## src/rtl/mem_arbiter.sv

```systemverilog
// mem_arbiter: shares one single-port memory between a fetch and a data requester.
// Optional starvation guard enabled by defining MEM_ARB_STARVE_GUARD_EN.
`default_nettype none

module mem_arbiter #(
  parameter int ADDR_W     = 32,
  parameter int DATA_W     = 32,
  parameter int WAIT_CYC   = 2,
  parameter int STARVE_MAX = 4
) (
  input  logic              clk,
  input  logic              rst_n,
  input  logic              if_req,
  input  logic [ADDR_W-1:0] if_addr,
  output logic [DATA_W-1:0] if_rdata,
  output logic              if_ack,
  input  logic              d_req,
  input  logic              d_we,
  input  logic [ADDR_W-1:0] d_addr,
  input  logic [DATA_W-1:0] d_wdata,
  output logic [DATA_W-1:0] d_rdata,
  output logic              d_ack,
  output logic [ADDR_W-1:0] mem_addr,
  output logic [DATA_W-1:0] mem_wdata,
  output logic              mem_re,
  output logic              mem_we,
  input  logic [DATA_W-1:0] mem_rdata,
  output logic              stall
);

  typedef enum logic [1:0] {
    IDLE   = 2'd0,
    IF_ACC = 2'd1,
    D_ACC  = 2'd2
  } state_t;

  localparam logic [3:0] CNT_LOAD = 4'(WAIT_CYC - 1);

  if (WAIT_CYC < 1 || WAIT_CYC > 15 || STARVE_MAX < 1) begin : g_bad_param
    $error("mem_arbiter: WAIT_CYC must be 1..15 and STARVE_MAX at least 1");
  end

  state_t            state_q, state_d;
  logic [3:0]        cnt_q, cnt_d;
  logic [ADDR_W-1:0] addr_q, addr_d;
  logic              we_q, we_d;
  logic [DATA_W-1:0] wdata_q, wdata_d;
  logic [DATA_W-1:0] if_rdata_q, if_rdata_d;
  logic [DATA_W-1:0] d_rdata_q, d_rdata_d;

  logic xfer_done;
  logic cand_f, cand_d, force_f;
  logic grant_f, grant_d;

  assign xfer_done = (state_q != IDLE) && (cnt_q == 4'd0);
  assign if_ack    = xfer_done && (state_q == IF_ACC);
  assign d_ack     = xfer_done && (state_q == D_ACC);

  // The requester being acked still holds its req this cycle, so it is masked out.
  assign cand_f = if_req && !if_ack;
  assign cand_d = d_req && !d_ack;

`ifdef MEM_ARB_STARVE_GUARD_EN
  localparam int SW = $clog2(STARVE_MAX + 1);
  localparam logic [SW-1:0] STARVE_LIM = SW'(STARVE_MAX);

  logic [SW-1:0] starve_q, starve_d;

  assign force_f = cand_f && (starve_q >= STARVE_LIM);

  always_comb begin
    starve_d = starve_q;
    if (!if_req || grant_f) begin
      starve_d = '0;
    end else if (grant_d && (starve_q < STARVE_LIM)) begin
      starve_d = starve_q + 1'b1;
    end
  end

  always_ff @(posedge clk or negedge rst_n) begin
    if (!rst_n) begin
      starve_q <= '0;
    end else begin
      starve_q <= starve_d;
    end
  end
`else
  assign force_f = 1'b0;
`endif

  always_comb begin
    state_d    = state_q;
    cnt_d      = cnt_q;
    addr_d     = addr_q;
    we_d       = we_q;
    wdata_d    = wdata_q;
    if_rdata_d = if_rdata_q;
    d_rdata_d  = d_rdata_q;
    grant_f    = 1'b0;
    grant_d    = 1'b0;

    if (state_q == IDLE || xfer_done) begin
      if (force_f) begin
        grant_f = 1'b1;
      end else if (cand_d) begin
        grant_d = 1'b1;
      end else if (cand_f) begin
        grant_f = 1'b1;
      end
    end else begin
      cnt_d = cnt_q - 4'd1;
    end

    if (if_ack) begin
      if_rdata_d = mem_rdata;
    end
    if (d_ack && !we_q) begin
      d_rdata_d = mem_rdata;
    end

    if (grant_d) begin
      state_d = D_ACC;
      cnt_d   = CNT_LOAD;
      addr_d  = d_addr;
      we_d    = d_we;
      wdata_d = d_wdata;
    end else if (grant_f) begin
      state_d = IF_ACC;
      cnt_d   = CNT_LOAD;
      addr_d  = if_addr;
      we_d    = 1'b0;
    end else if (state_q == IDLE || xfer_done) begin
      state_d = IDLE;
    end
  end

  always_ff @(posedge clk or negedge rst_n) begin
    if (!rst_n) begin
      state_q    <= IDLE;
      cnt_q      <= 4'd0;
      addr_q     <= '0;
      we_q       <= 1'b0;
      wdata_q    <= '0;
      if_rdata_q <= '0;
      d_rdata_q  <= '0;
    end else begin
      state_q    <= state_d;
      cnt_q      <= cnt_d;
      addr_q     <= addr_d;
      we_q       <= we_d;
      wdata_q    <= wdata_d;
      if_rdata_q <= if_rdata_d;
      d_rdata_q  <= d_rdata_d;
    end
  end

  // Address and write data are the latched grant values, so they hold through IDLE.
  assign mem_addr  = addr_q;
  assign mem_wdata = wdata_q;
  assign mem_re    = (state_q == IF_ACC) || ((state_q == D_ACC) && !we_q);
  assign mem_we    = (state_q == D_ACC) && we_q;
  assign if_rdata  = if_rdata_q;
  assign d_rdata   = d_rdata_q;
  assign stall     = (if_req && !if_ack) || (d_req && !d_ack);

endmodule

`default_nettype wire

```

## config.mk

```make
export PLATFORM = sky130hd
export DESIGN_NAME = mem_arbiter
export DESIGN_NICKNAME = d
export VERILOG_FILES = /design/src/rtl/mem_arbiter.sv
export SDC_FILE = /design/constraint.sdc
export NUM_CORES = 1
export LEC_CHECK = 0
export CORE_ASPECT_RATIO = 0.8
export CORE_UTILIZATION = 29
export CTS_CLUSTER_SIZE = 20
export DETAILED_ROUTE_END_ITERATION = 12
export SLEW_MARGIN = 5
export SYNTH_ARGS = -nofsm -noshare
export SYNTH_HDL_FRONTEND = slang
export SYNTH_SLANG_ARGS = --single-unit
```

## constraint.sdc

```tcl
create_clock -name clk -period 3 [get_ports clk]
set_clock_uncertainty 0.2 [all_clocks]
set_input_delay 0.45 -clock clk [delete_from_list [all_inputs] [get_ports clk]]
set_output_delay 0.45 -clock clk [all_outputs]
set_load 0.1 [all_outputs]
```

==> results_dict.tcl <==
set metrics [dict create \
    crit_required_ns 2.35 \
    drv_slew 0 \
    clk_pin_slew_ns 0.06 \
    io_buffers 265 \
    max-cap-violations 0 \
    overflow 0 \
    syn-num-nets 503 \
    avgSynthCellArea_um2 15.3 \
    fin_nets 774 \
    die_area_mm2 0.0200 \
    track_usage_pct 15.6 \
    cts_buffers 17 \
    antenna_found_initial 0 \
    io_pins 266 \
    post-cts-setup-buffer-count 0 \
    fin_crit_sh_pct 96.4 \
    vias_per_cell 4.49 \
    syn_area_mm2 0.00564 \
    endpoint "stall" \
    htreeDepth 4 \
    r2r_end "d_rdata[26]$_DFFE_PN0P_" \
    drtPass1Iterations 4 \
    drt.antenna.violating_nets 0 \
    mostFrequentLayoutCells "buf_4 (140), dfrtp_1 (135), clkdlybuf4s50_1 (131), mux2_2 (64), nand2b_1 (34)" \
    synthTopCellsByArea "dfrtp_1 (60%), mux2_2 (13%), mux2_4 (7.5%), o221a_2 (6.4%), nand2b_1 (3.8%)" \
    timing.setup.tns_ns 0 \
    setup_violations 0 \
    drive_gt1_share_pct 47.9 \
    setup_ws_ns 0.109 \
    cp-end-kind "primary output" \
    route.detailed.drc 0 \
    grt_max_degree 68 \
    busiest_layer "met2" \
    ys_warn_count 0 \
    multi_input_area_mm2 0.00206 \
    ys_seq_area_share_pct 59.9 \
    areaGrowthSynthToFinish_pct 56.6 \
    reg2reg_from "cnt_q[0]$_DFFE_PN0P_" \
    cts_tree "done" \
    avgRoutedWirePerCell_um 16.5 \
    fp.coreArea_mm2 0.0190 \
    grt_pass1_wl_mm 23.7 \
    die_w_um 158 \
    drt_iter0_markers 142 \
    syn_inst 368 \
    critical_path_arrival_ns 2.24 \
    grt_util_met2_pct 25.2 \
    finalNonFillerCells 910 \
    ys_seq_elements 135 \
    wl_mm 15.0 \
    cts_num_sinks 135 \
    start_util_pct 29.6 \
    clock_path_buffers 2 \
    ff2ff_setup_slack_ns 0.57 \
    synth_edf_count 0 \
    muxShareOfSynthArea_pct 21.2 \
    num_antenna_cells 0 \
    grt_pass1_vias 4389 \
    synthSimpleGateAreaFrac_pct 5.93 \
    die_y_um 127 \
    fp-row-count 45 \
    gp_congestion 0.765 \
    dp_slack_ns 0.383 \
    clock_latency_ns 0.41 \
    slew_headroom_pct 49.3 \
    hp-class "reg2reg" \
    critPathLaunchType "register" \
    synth_fa_ha_area_share_pct 0.444 \
    crit_type "reg2out" \
    tightest_slew_ns 0.760 \
    status "complete, no violations" \
    synth_xor_xnor_area_share_pct 0 \
    synth_top_family_by_area "multiplexers" \
    netlist.area_leader.share_pct 59.9 \
    vias 4084 \
    fillers 1745 \
    use_met3_pct 6.70 \
    cp_max_fo 9 \
    met1_usage_pct 18.8 \
    dp_cells 877 \
    hold_viol 0 \
    rsz0062_at_grt "no" \
    fmax_mhz 346 \
    hpwlAfterDp_mm 11.1 \
    critPathLaunch "cnt_q[0]$_DFFE_PN0P_" \
    synthFlopType "dfrtp_1" \
    final_util_pct 46.4 \
    synth-compound-area-share_pct 8.81 \
    cts_root_buf "clkbuf_16" \
    async_reset_ff_share_pct 100 \
    final_common_cell "buf_4" \
    yosysTopAreaCell "dfrtp_1" \
    synthDistinctLibCells 39 \
    seq_area_mm2 0.00338 \
    finalCriticalPeriod_ns 2.89 \
    reg2reg_depth 7 \
]
==> final cells by class <==
cell class                      count  area share, %
Clock buffer                       19           5.13
Clock inverter                     13           1.63
Inverter                            6          0.255
Multi-Input combinational cell    203           23.4
Sequential cell                   135           38.3
Tap cell                          258           3.66
Timing Repair Buffer              276           27.7
==> repair_timing <==
action / 4_1_cts / 5_1_grt
gates resized for setup: 0 / 1
hold buffers: 1 / 0
hold endpoints to repair: 64 / 0
endpoints found under the setup margin: 0 / 1
==> metal layers <==
metal / vias up / wire, um
li1: 1878 / -
met1: 2012 / 6370
met2: 184 / 7030
met3: 10 / 1510
met4: 0 / 138
met5: - / 0
==> cells in the mapped netlist (5+ instances only) <==
cell	number
dfrtp_1	135
mux2_2	64
nand2b_1	34
o221a_2	32
mux2_4	28
clkbuf_1	10
buf_2	6
inv_1	6
nand2_1	6
buf_6	5
==> worst min-delay path by stage <==
stage	from	endpoint	slack (ns)	depth (start not counted)
5_1_grt	d_rdata[24]$_DFFE_PN0P_	d_rdata[24]$_DFFE_PN0P_	0.32	1
4_1_cts	d_rdata[24]$_DFFE_PN0P_	d_rdata[24]$_DFFE_PN0P_	0.30	1
2_1_floorplan	rst_n	cnt_q[0]$_DFFE_PN0P_	-0.05	0
3_3_place_gp	d_rdata[24]$_DFFE_PN0P_	d_rdata[24]$_DFFE_PN0P_	0.27	1
6_report	d_rdata[24]$_DFFE_PN0P_	d_rdata[24]$_DFFE_PN0P_	0.30	1
3_5_place_dp	rst_n	if_rdata[10]$_DFFE_PN0P_	0.28	1
==> through the flow <==
stage	hold slack [ns]	instance area, um2
CTS	0.304	8820
floorplan	-0.0456	5640
finish	0.302	8820
global route	0.316	8820
global placement	0.274	8220
detailed placement	0.284	8220
==> flip-flops by register name, indices dropped and copies added, names as in the netlist <==
signal / cells
cnt_q: 4
we_q: 1
mem_wdata: 32
state_q: 2
d_rdata: 32
if_rdata: 32
mem_addr: 32
==> logic make-up (layout without fill, tap and decap cells) <==
group / count (synthesis) / count (layout)
flip-flops: 135 / 135
multiplexers: 97 / 97
buffers and inverters: 30 / 314
AO/OA/AOI/OAI: 50 / 50
AND/OR/NAND/NOR: 54 / 54
adder cells (fa/ha/maj): 2 / 2
==> critical path, stage by stage (launching register included) <==
cell and delay (ns):
dfrtp_1 0.40, inv_1 0.10, ha_1 0.16, or3b_4 0.43, or2_2 0.35, a22o_1 0.22, buf_12 0.17
Power is not shown: default switching activity piles up to over one toggle a cycle in this logic, so the estimate is an artifact.
